$ cat config.mk
export PLATFORM = sky130hd
export DESIGN_NAME = flag_bank_arbiter
export DESIGN_NICKNAME = d
export VERILOG_FILES = /design/src/rtl/flag_bank_pkg.sv /design/src/rtl/flag_bank_arbiter_flag_cell.sv /design/src/rtl/flag_bank_arbiter.sv
export SDC_FILE = /design/constraint.sdc
export NUM_CORES = 1
export LEC_CHECK = 0
export ABC_AREA = 1
export ABC_CLOCK_PERIOD_IN_PS = 2800
export BUFFER_PORTS_ARGS = -buffer_cell sky130_fd_sc_hd__buf_2
export CORE_MARGIN = 8
export CORE_UTILIZATION = 40
export DETAILED_ROUTE_END_ITERATION = 10
export GPL_TIMING_DRIVEN = 0
export REMOVE_ABC_BUFFERS = 1
export SLEW_MARGIN = 20
export SYNTH_ARGS = -nofsm -noshare
export SYNTH_HDL_FRONTEND = slang
export SYNTH_HIERARCHICAL = 1
export SYNTH_SLANG_ARGS = --single-unit
$ cat constraint.sdc
create_clock -name clk -period 2.8 [get_ports clk]
set_input_delay 0.56 -clock clk [delete_from_list [all_inputs] [get_ports clk]]
set_output_delay 0.56 -clock clk [all_outputs]
set_load 0.1 [all_outputs]
$ cat src/rtl/flag_bank_pkg.sv
// Shared types and the round-robin pick helper for the flag bank arbiter.
package flag_bank_pkg;

  localparam int RR_MAX   = 32;
  localparam int RR_IDX_W = 5;

  typedef enum logic {ST_IDLE, ST_WRITE} fb_state_e;

  // First set bit of req at or above ptr, wrapping modulo n (n <= RR_MAX).
  function automatic logic [RR_IDX_W-1:0] rr_pick(input logic [RR_MAX-1:0]   req,
                                                  input logic [RR_IDX_W-1:0] ptr,
                                                  input logic [RR_IDX_W:0]   n);
    logic [RR_IDX_W-1:0] win;
    logic                found;
    logic [RR_IDX_W:0]   k;
    win   = '0;
    found = 1'b0;
    for (int i = 0; i < RR_MAX; i++) begin
      k = {1'b0, ptr} + (RR_IDX_W+1)'(i);
      if (k >= n) k = k - n;
      if (((RR_IDX_W+1)'(i) < n) && !found && req[k[RR_IDX_W-1:0]]) begin
        win   = k[RR_IDX_W-1:0];
        found = 1'b1;
      end
    end
    return win;
  endfunction

endpackage

$ cat src/rtl/flag_bank_arbiter_flag_cell.sv
// One flag bit: async-reset register, loaded when we is high.
module flag_cell (
  input  logic clk,
  input  logic rst,
  input  logic we,
  input  logic d,
  output logic q
);

  logic q_q, q_d;

  always_comb begin
    q_d = q_q;
    if (we) q_d = d;
  end

  always_ff @(posedge clk or posedge rst) begin
    if (rst) q_q <= 1'b0;
    else     q_q <= q_d;
  end

  assign q = q_q;

endmodule

$ cat src/rtl/flag_bank_arbiter.sv
// Round-robin write arbiter driving a bank of flag_cell instances, one grant per two cycles.
// Optional sticky out-of-range error flag built only when FLAG_BANK_ERR_EN is defined.
module flag_bank_arbiter
  import flag_bank_pkg::*;
#(
  parameter int NUM_REQ  = 4,
  parameter int NUM_CELL = 4,
  parameter int IDX_W    = (NUM_CELL > 1) ? $clog2(NUM_CELL) : 1
) (
  input  logic                     clk,
  input  logic                     rst,
  input  logic [NUM_REQ-1:0]       req,
  input  logic [NUM_REQ*IDX_W-1:0] req_idx,
  input  logic [NUM_REQ-1:0]       req_val,
  output logic [NUM_REQ-1:0]       ack,
  output logic                     busy,
  output logic [NUM_CELL-1:0]      flags,
  output logic                     err
);

  fb_state_e           state_q, state_d;
  logic [RR_IDX_W-1:0] winner_q, winner_d;
  logic [RR_IDX_W-1:0] rr_ptr_q, rr_ptr_d;
  logic [IDX_W-1:0]    idx_q, idx_d;
  logic                val_q, val_d;
  logic [NUM_REQ-1:0]  ack_q, ack_d;
  logic                busy_q, busy_d;

  logic [RR_MAX-1:0]   req_ext;
  logic [RR_IDX_W-1:0] win;
  logic [IDX_W-1:0]    sel_idx;
  logic                sel_val;

  always_comb begin
    req_ext = '0;
    req_ext[NUM_REQ-1:0] = req;
    win     = rr_pick(req_ext, rr_ptr_q, (RR_IDX_W+1)'(NUM_REQ));
    sel_idx = '0;
    sel_val = 1'b0;
    for (int r = 0; r < NUM_REQ; r++) begin
      if (win == RR_IDX_W'(r)) begin
        sel_idx = req_idx[r*IDX_W +: IDX_W];
        sel_val = req_val[r];
      end
    end
  end

  always_comb begin
    state_d  = state_q;
    winner_d = winner_q;
    rr_ptr_d = rr_ptr_q;
    idx_d    = idx_q;
    val_d    = val_q;
    ack_d    = '0;
    busy_d   = 1'b0;
    case (state_q)
      ST_IDLE: begin
        if (|req) begin
          winner_d = win;
          idx_d    = sel_idx;
          val_d    = sel_val;
          for (int r = 0; r < NUM_REQ; r++) ack_d[r] = (win == RR_IDX_W'(r));
          busy_d   = 1'b1;
          state_d  = ST_WRITE;
        end
      end
      ST_WRITE: begin
        rr_ptr_d = (winner_q == RR_IDX_W'(NUM_REQ-1)) ? '0 : winner_q + 1'b1;
        state_d  = ST_IDLE;
      end
    endcase
  end

  always_ff @(posedge clk or posedge rst) begin
    if (rst) begin
      state_q  <= ST_IDLE;
      winner_q <= '0;
      rr_ptr_q <= '0;
      idx_q    <= '0;
      val_q    <= 1'b0;
      ack_q    <= '0;
      busy_q   <= 1'b0;
    end else begin
      state_q  <= state_d;
      winner_q <= winner_d;
      rr_ptr_q <= rr_ptr_d;
      idx_q    <= idx_d;
      val_q    <= val_d;
      ack_q    <= ack_d;
      busy_q   <= busy_d;
    end
  end

  assign ack  = ack_q;
  assign busy = busy_q;

`ifdef FLAG_BANK_ERR_EN
  logic err_q, err_d;

  always_comb begin
    err_d = err_q;
    if ((state_q == ST_IDLE) && (|req) && ({1'b0, sel_idx} >= (IDX_W+1)'(NUM_CELL)))
      err_d = 1'b1;
  end

  always_ff @(posedge clk or posedge rst) begin
    if (rst) err_q <= 1'b0;
    else     err_q <= err_d;
  end

  assign err = err_q;
`else
  assign err = 1'b0;
`endif

  // An out-of-range idx_q matches no cell, so that write is dropped.
  for (genvar i = 0; i < NUM_CELL; i++) begin : cell_g
    logic we_c;
    assign we_c = (state_q == ST_WRITE) && (idx_q == IDX_W'(i));
    flag_cell u_cell (
      .clk (clk),
      .rst (rst),
      .we  (we_c),
      .d   (val_q),
      .q   (flags[i])
    );
  end

endmodule

* After elaboration in Yosys (flattened, before gate mapping)
Cells that the tools add are included.
Cells by class: $add $sub $neg 8, reduce and logical (&&, ||, !) cells 14, magnitude comparators 8, eq/ne operators 7, bitwise gates (word level) 1, multiplexer cells 33
Operators by type and width (number):
- 5-bit 2-to-1 mux | 9
- 5-bit by 6-bit < comparator with 1-bit output, second input constant | 4
- 1-bit binary-select mux with 5-bit select | 4
- 5-bit by 3-bit subtractor with 5-bit output, second input constant | 4
- 6-bit by 3-bit >= comparator with 1-bit output, second input constant | 3
- 5-bit by 2-bit equality test with 1-bit output, second input constant | 3
- 1-bit 2-to-1 mux | 13
- 5-bit by 2-bit adder with 6-bit output, second input constant | 2
- 2-bit 2-to-1 mux | 4
- 4-bit 2-to-1 mux | 2
- 1-bit logical AND | 7
- 5-bit by 1-bit adder with 6-bit output, second input constant | 1
- 5-bit by 1-bit adder with 5-bit output, second input constant | 1
- 5-bit by 1-bit equality test with 1-bit output, second input constant | 1
- 5-bit by 3-bit >= comparator with 1-bit output, second input constant | 1
- 5-bit zero test | 1
- 2-bit equality test, second input constant | 2
- 4-bit OR reduction | 1
- 1-bit zero test | 3
- 2-bit by 1-bit equality test with 1-bit output, second input constant | 1
- 2-bit zero test | 1
- 1-bit one-hot mux with 2 select lines | 1
- 2-bit AND reduction | 1
- 1-bit inverter | 1
Storage, ports and cells: flip-flop bits (word level) 23, word-level logic and storage cells 82, output and inout port bits 10, input port bits 18

* Depth between registers and ports, before layout
Gate-level depths: netlist of the first run.
depth in word-level cells 19, gate-level depth with buffers 22, mapped depth without buffers 22

* Hierarchy
The synthesis of the first run kept the hierarchy.
By module, submodules not included:
- flag_bank_arbiter | instances 1, sequential area each 450.4 µm², cells each 234, area each 1652.8 µm²
- flag_cell | instances 4, sequential area each 25.0 µm², cells each 6, area each 43.8 µm²

* Worst setup path after synthesis of the first run
OpenSTA, ideal clock, no wires.
path kind register -> register, from register rr_ptr_q[1], to register idx_q[1], stages on the path, launching flop included 21, buffers on the path 2, arrival 2.429 ns, period minus slack after synthesis 2.546 ns, setup slack 0.254 ns, setup time 0.117 ns, data required time 2.683 ns, cell sequence dfrtp_1 > buf_2 > inv_1 > ha_1 > a21oi_1 > xor2_1 > inv_1 > ha_1 > nand2_1 > nand2_1 > nor2_1 > nand3_1 > a21oi_2 > nand3_2 > nand3_2 > buf_6 > nand3b_1 > nand2_1 > inv_1 > nand2_1 > nand2_1
On the way: word-level cells in the longest chain between the ends 19, elaborated cells between the ends (all ways) 44, classes of those cells 7 x add/sub; 4 x order compare; 3 x eq/ne; 23 x mux; 7 x reduce/logical
RTL lines:
- start: declaration | RTL line flag_bank_arbiter.sv:23 | logic [RR_IDX_W-1:0] rr_ptr_q, rr_ptr_d;
- start signal: assignment | RTL line flag_bank_arbiter.sv:86 | rr_ptr_q <= rr_ptr_d;
- parallel branches: the longest is 13 deep, another holds 5-bit by 1-bit adder with 6-bit output
- 5-bit 2-to-1 mux * | RTL line flag_bank_pkg.sv:21 | if (((RR_IDX_W+1)'(i) < n) && !found && req[k[RR_IDX_W-1:0]]) begin
- 5-bit zero test | RTL line flag_bank_arbiter.sv:41 | if (win == RR_IDX_W'(r)) begin
- 2-bit 2-to-1 mux (3 in a row) | RTL line flag_bank_arbiter.sv:41
- 2-bit 2-to-1 mux * | RTL line flag_bank_arbiter.sv:41
- end signal: assignment | RTL line flag_bank_arbiter.sv:87 | idx_q <= idx_d;
- end: declaration | RTL line flag_bank_arbiter.sv:24 | logic [IDX_W-1:0] idx_q, idx_d;
Every way passes the cells marked *. The select of a mux whose other input is x is not followed. A chain may end at the register's enable or synchronous reset.

* Worst setup path after layout of the first run
from register rr_ptr_q[1], to register val_q
On the way: word-level cells in the longest chain between the ends 19, elaborated cells between the ends (all ways) 44, classes of those cells 7 x add/sub; 4 x order compare; 3 x eq/ne; 23 x mux; 7 x reduce/logical
RTL lines:
- parallel branches: the longest is 13 deep, another holds 5-bit by 1-bit adder with 6-bit output
- 5-bit 2-to-1 mux * | RTL line flag_bank_pkg.sv:21
- 5-bit zero test | RTL line flag_bank_arbiter.sv:41
- 1-bit 2-to-1 mux (3 in a row) | RTL line flag_bank_arbiter.sv:41
- 1-bit 2-to-1 mux * | RTL line flag_bank_arbiter.sv:41
- end signal: assignment | RTL line flag_bank_arbiter.sv:88 | val_q <= val_d;
- end: declaration | RTL line flag_bank_arbiter.sv:25 | logic val_q, val_d;
Marks and branches as above.

==> results of run 1 <==
[stage by stage]
step / worst slack [ns] / instances / util, % / hold slack, ns
2_1_floorplan: 0.241 / 253 / - / 0.289
3_3_place_gp: -0.120 / 331 / 45.3 / 0.443
3_5_place_dp: -0.159 / 331 / 45.3 / 0.443
4_1_cts: 0.00306 / 337 / 47.2 / 0.166
5_1_grt: -0.0272 / 342 / 49.9 / 0.164
6_report: 0.194 / 342 / 49.9 / 0.173
[metal layers]
layer	GRT usage, %	share of wire (%)	up-vias
li1	-	-	884
met1	13.6	46	772
met3	2.44	3.3	2
met4	1.88	0.35	0
met2	20.3	50	23
met5	0	0	-
[cells in the final DEF, fill, tap and decap left out, types with 3 or more instances in the layout]
master    Yosys  routed
nor2_1       14      13
inv_2         6       6
nor2_4        2       3
ha_1         16      12
clkbuf_8      0       4
nand3_1      26      26
nand2_1      67      67
dfrtp_2       0       3
buf_4         2       7
dfrtp_1      22      19
buf_2         1      26
nor3_1        8       8
nand2_2       3       3
o21ai_0      12      11
inv_1        34      33
o21ai_1       5       6
xor2_1        6       5
nand4_1       5       5
nand3_2       5       4
nand3b_1      5       5
[repair_timing]
action / 4_1_cts / 5_1_grt
setup buffers: 2 / 5
setup endpoints to repair: 5 / 6
gates resized for setup: 5 / 15
pin swaps: 0 / 1
[worst register-to-register path: cells and delay by family (launching register included)]
| kind | cells | cell delay [ns] |
|---|---|---|
| and+or+nand+nor | 8 | 0.76 |
| DFF | 1 | 0.47 |
| xor gates and xnor gates | 1 | 0.21 |
| adders and majority gates | 2 | 0.53 |
| buffers and inverters | 3 | 0.29 |
| AOI/OAI and AO/OA | 1 | 0.24 |
[flip-flops by register name, indices dropped and copies added, names as in the netlist]
register,flops
winner_q,5
ack,4
cell_g.u_cell/q,4
rr_ptr_q,5
busy,1
val_q,1
idx_q,2
[cell families after synthesis]
kind of cell               count (synthesis)  synth area share, %
buffers and inverters                     48                 10.9
AOI/OAI and AO/OA                         24                 7.12
DFF                                       22                 30.1
other                                      1                0.205
xor gates and xnor gates                   9                 4.72
and+or+nand+nor                          138                 36.0
adders and majority gates                 16                 11.0
[final cells by class]
cell class | instances | area, um^2 | area share (%)
Inverter | 43 | 166 | 7.60
Timing Repair Buffer | 33 | 183 | 8.35
Tap cell | 52 | 65.1 | 2.97
Clock buffer | 4 | 55.1 | 2.52
Multi-Input combinational cell | 188 | 1160 | 53.2
Sequential cell | 22 | 554 | 25.3
[worst min-delay path by stage]
stage / start / end / cells past startpoint
final: rst / cell_g[2].u_cell/q / 2
after global routing: rst / cell_g[1].u_cell/q / 2
after CTS: rst / cell_g[1].u_cell/q / 2
after detailed placement: rst / cell_g[1].u_cell/q / 2
after global placement: rst / cell_g[2].u_cell/q / 2
after floorplan: rst / cell_g[0].u_cell/q / 1
==> metrics.md, run 1 <==
| Metric | Value |
|---|---|
| Total of warnings raised by yosys | 6 |
| CTS max path bufs | 2 |
| TritonCTS clock tree | yes |
| Global-route wire length before repair | 6.97 mm |
| Fill cell total of the finished layout | 442 |
| IO buf count | 26 |
| Count of boundary I/O pins | 28 |
| Via total after detailed routing | 1681 |
| Arrival time reported for the critical path endpoint | ~2.8 ns |
| Worst path required time | slightly below 3 ns |
| Row count | 24 |
| Worst-case reg-to-reg path depth | 15 |
| Total placed instance area | 0.00199 mm^2 |
| Critical register-to-register path endpoint | val_q |
| Crit end category | flip-flop |
| Commonest cells post-synth | nand2_1 (67), inv_1 (34), nand3_1 (26) |
| FF-to-FF setup slack | ~0.19 ns |
| DRC marker count from the first detailed-route iteration | 71 |
| Worst slew pin tran | slightly below 0.7 ns |
| DRC violation count after routing | 0 |
| Vias in the first global route | 1591 |
| Setup TNS Final | 0 ns |
| Fin crit period | 2.61 ns |
| CP startpoint kind | flip-flop |
| Post-Syn Area per Cell | 7.09 um^2 |
| Top post-synthesis cells by area | dfrtp_1 (30%), nand2_1 (14%), ha_1 (11%), nand3_1 (7.1%), inv_1 (7.0%) |
| Maxcap violations | 0 |
| Count of antenna-violating nets left after detailed routing | 0 |
| Critical path, cell by cell | inv_2 -> ha_2 -> xor2_2 -> inv_1 -> ha_1 -> nor2_1 -> nand3b_1 -> a21oi_2 -> nand3_2 -> nand2_4 -> inv_4 -> nand3_1 -> nand3_1 -> nand2_1 -> nand2_1 |
| TritonRoute pass-1 iters | 4 |
| FF-to-FF Start | rr_ptr_q[1] |
| End point of the critical path | val_q |
| Max Freq | roughly 380 MHz |
| Count of flip-flops with a built-in enable after synthesis | 0 |
| Most used DFF post-synth | dfrtp_1 |
| Async set or reset register ratio after synthesis | 100% |
| Number of buffers and inverters on the critical path | 3 |
| CTS Root Cell | clkbuf_8 |
| Crit path max fanout | 10 |
| Residual overflow from global routing | 0 |
| Final count of negative-setup-slack endpoints | 0 |
| Net total in the final layout | 325 |
| Netlist cell types | 32 |
| Die height | roughly 84 um |
| FF+latch count, synth | 22 |
| CTS sink cnt | 22 |
| Library cell with the highest instance count after synthesis | nand2_1 |
| Gate Count Post-Synth | 258 |
| Routability cong. | slightly below 0.8 |
| Clock latency on the worst-skew pair | 0.26 ns |
| Clock skew | 0.00573 ns |
| Crit. path cell count | 15 |
| Antenna Cells | 0 |
| Global-route total usage across every layer | between 10 and 15% |
| Wirelength, routed | 4.02 mm |
| H-Tree Depth | 1 |
| DP Wirelength | 3.18 mm |
| Maximum number of pins on one net before global-route repair | 19 |
| Routed WL per cell | 11.8 um |
| Type of the worst setup path | reg2reg |
| Largest delay share family, worst path | simple AND/OR/NAND/NOR gates |
| Slowest Stage Delay on Critical Path | between 0.4 and 0.5 ns |
| Cell accounting for the most synthesized area | dfrtp_1 |
| Area fraction of the dominant cell type after synthesis | 30.1% |
| Highest-delay cell along the critical path | dfrtp_2 |
| Die boundary width | between 80 and 90 um |
| Vias per cell | 4.92 |
| Number of buffers added to fix hold violations after cts | 0 |
| Worst rel slew slack | a little over half |
| Fin area | 0.00219 mm^2 |
| Share of cells above drive strength 1 | 24.8% |
| Worst min path class | in2async |
| Initial standard-cell utilization of the core | 41.7% |
| Layout-stage area growth over the synthesis result | 19.7% |
| Die area | 0.00699 mm^2 |
| Cell Area, Synth | roughly 0.0018 mm^2 |
| Final Cycle Share | 93.1% |
| Status | finished, final reports clean |
| Clock transition at the registers of the reported paths | around 0.08 ns |
| Worst setup path startpoint | rr_ptr_q[1] |
| Max Transition Viols Final | 0 |
| Seq/Total Area, Yosys | between 30% and 40% |
| Clock buffers created by TritonCTS | 3 |
| Initial antenna violation count | 0 |
| CORE AREA | 0.00438 mm^2 |
| Final Hold Vio Count | 0 |
Power of run 1 is not shown: default switching activity piles up to over one toggle a cycle in this logic, so the estimate is an artifact.
==> run 2, diff against run 1 <==
--- a/config.mk
+++ b/config.mk
@@ -12,7 +12,6 @@
 export CORE_UTILIZATION = 40
 export DETAILED_ROUTE_END_ITERATION = 10
 export GPL_TIMING_DRIVEN = 0
-export REMOVE_ABC_BUFFERS = 1
 export SLEW_MARGIN = 20
 export SYNTH_ARGS = -nofsm -noshare
 export SYNTH_HDL_FRONTEND = slang
==> run 2 against run 1 <==
  * Non-clock buffer count increased by 11
  * Clock skew grew 0.00069 ns
  * Clock-buffer cell count decreased by 1
  * Global-route usage hardly changed
  * Die area unchanged
  * Critical endpoint is now idx_q[1]
  * Highest routed layer unchanged
==> metrics.md, run 2 (synthesized netlist as in run 1, its figures left out) <==
| Metric | Value |
|---|---|
| Status | finished, final reports clean |
| Maxcap violations | 0 |
| Global-route wire length before repair | 6.82 mm |
| DRC violation count after routing | 0 |
| Commonest cells after routing, fill and taps aside | nand2_1 (66), inv_1 (31), buf_2 (27) |
| Layout-stage area growth over the synthesis result | 30.0% |
| Crit end category | flip-flop |
| Largest delay share family, worst path | simple AND/OR/NAND/NOR gates |
| DRC marker count from the first detailed-route iteration | 89 |
| Via total after detailed routing | 1701 |
| Fill cell total of the finished layout | 426 |
| Arrival time reported for the critical path endpoint | 2.88 ns |
| IO buf count | 26 |
| Residual overflow from global routing | 0 |
| Final Hold Vio Count | 0 |
| Clock latency on the worst-skew pair | 0.26 ns |
| Routed WL per cell | 12.2 um |
| Initial standard-cell utilization of the core | 41.7% |
| Slowest Stage Delay on Critical Path | 0.46 ns |
| Max Freq | approximately 370 MHz |
| Maximum number of pins on one net before global-route repair | 19 |
| Count of boundary I/O pins | 28 |
| Unrepaired setup endpoints after global routing | true |
| Largest registers | rr_ptr_q x5, winner_q x5 |
| CTS sink cnt | 22 |
| Clock skew | 0.00642 ns |
| Worst rel slew slack | roughly 55% |
| Initial antenna violation count | 0 |
| Vias per cell | 4.81 |
| Final Cycle Share | ~97% |
| Row count | 24 |
| Net total in the final layout | 337 |
| CTS Root Cell | clkbuf_8 |
| Vias in the first global route | between 1500 and 2000 |
| Wirelength, routed | 4.33 mm |
| Worst hold margin | 0.151 ns |
| CP startpoint kind | flip-flop |
| Fin crit period | 2.71 ns |
| Global-route total usage across every layer | 11.4% |
| TritonCTS clock tree | yes |
| Final count of negative-setup-slack endpoints | 0 |
| Synthesized netlist net count | 292 |
| Clock transition at the registers of the reported paths | ~0.080 ns |
| Most common cell after layout, fill and taps aside | nand2_1 |
| Die boundary width | 83.6 um |
| Count of antenna-violating nets left after detailed routing | 0 |
| Number of buffers and inverters on the critical path | 5 |
| Crit path max fanout | 5 |
| Share of cells above drive strength 1 | 29.1% |
| CORE AREA | about 0.0044 mm^2 |
| Max Transition Viols Final | 0 |
| DP Wirelength | 3.25 mm |
| Type of the worst setup path | reg2reg |
| TritonRoute pass-1 iters | 4 |
| Die area | 0.00699 mm^2 |
| Antenna Cells | 0 |
| Clock buffers created by TritonCTS | 3 |
| CTS max path bufs | 2 |
| Worst slew pin tran | 0.671 ns |
| Highest-delay cell along the critical path | dfrtp_2 |
| Setup TNS Final | 0 ns |
| H-Tree Depth | 1 |
| Number of buffers added to fix hold violations after cts | 0 |
| Routability cong. | 0.787 |
| Die height | roughly 84 um |
| Most numerous cell on the critical path | nand2_1 |
| Critical path, cell by cell | buf_6 -> inv_4 -> ha_4 -> a21oi_4 -> xor2_1 -> inv_1 -> ha_1 -> nor2_1 -> nand3b_1 -> a21oi_4 -> nand3_2 -> nand3_4 -> buf_6 -> nand3b_1 -> nand2_1 -> inv_1 -> nand2_1 -> nand2_1 |
| Worst min path class | in2async |
| Worst path required time | 2.96 ns |
## run 2: cell types whose count changed in the layout (fill, tap and decap cells not counted), moves of 2 or more
cell / before / now
buf_4: 7 / 13
a21oi_2: 2 / 0
nand2_2: 3 / 5
ha_2: 2 / 0
a21oi_4: 1 / 3
inv_1: 33 / 31
buf_6: 0 / 3
ha_4: 2 / 5
## run 2: timing repair
action	CTS	global route
cloned	0	2
gates resized for setup	8	30
pin swaps	1	13
endpoints found under the setup margin	3	9
setup buffers	1	11
## run 2: area by class of cell
class                           instances  area (um^2)  area share, %
Multi-Input combinational cell        189         1240           52.2
Sequential cell                        22          554           23.3
Timing Repair Buffer                   39          229           9.63
Inverter                               43          176           7.42
Tap cell                               52         65.1           2.74
Clock buffer                            3         41.3           1.74
Buffer                                  5         41.3           1.74
Clock inverter                          1         30.0           1.26
## run 2: metal layers
| metal | wire, um | GRT usage (%) |
|---|---|---|
| met4 | 10 | 1.41 |
| met1 | 2270 | 16.7 |
| met3 | 233 | 3.42 |
| met5 | 0 | 0 |
| met2 | 1820 | 15.9 |
## run 2: path summary, 6_finish.rpt
kind	startpoint	to	slack [ns]	depth (start not counted)
min in group clk	cell_g[2].u_cell/q	cell_g[2].u_cell/q	0.47	2
min reg2reg	cell_g[2].u_cell/q	cell_g[2].u_cell/q	0.47	2
max reg2reg	rr_ptr_q[1]	idx_q[1]	0.09	18
max in group asynchronous	rst	rr_ptr_q[0]	1.91	2
min	rst	cell_g[0].u_cell/q	0.15	2
max	rr_ptr_q[1]	idx_q[1]	0.09	18
## run 2: per-stage QoR
step / cell area [um^2] / util (%) / setup slack, ns / std cells
3_3_place_gp: 2020 / 46.1 / -0.0877 / 336
6_report: 2380 / 54.2 / 0.0864 / 354
2_1_floorplan: 1830 / - / 0.254 / 258
5_1_grt: 2380 / 54.2 / -0.0924 / 354
3_5_place_dp: 2020 / 46.1 / -0.116 / 336
4_1_cts: 2130 / 48.5 / 0.00513 / 341
Power of run 2 is left out for the same reason.
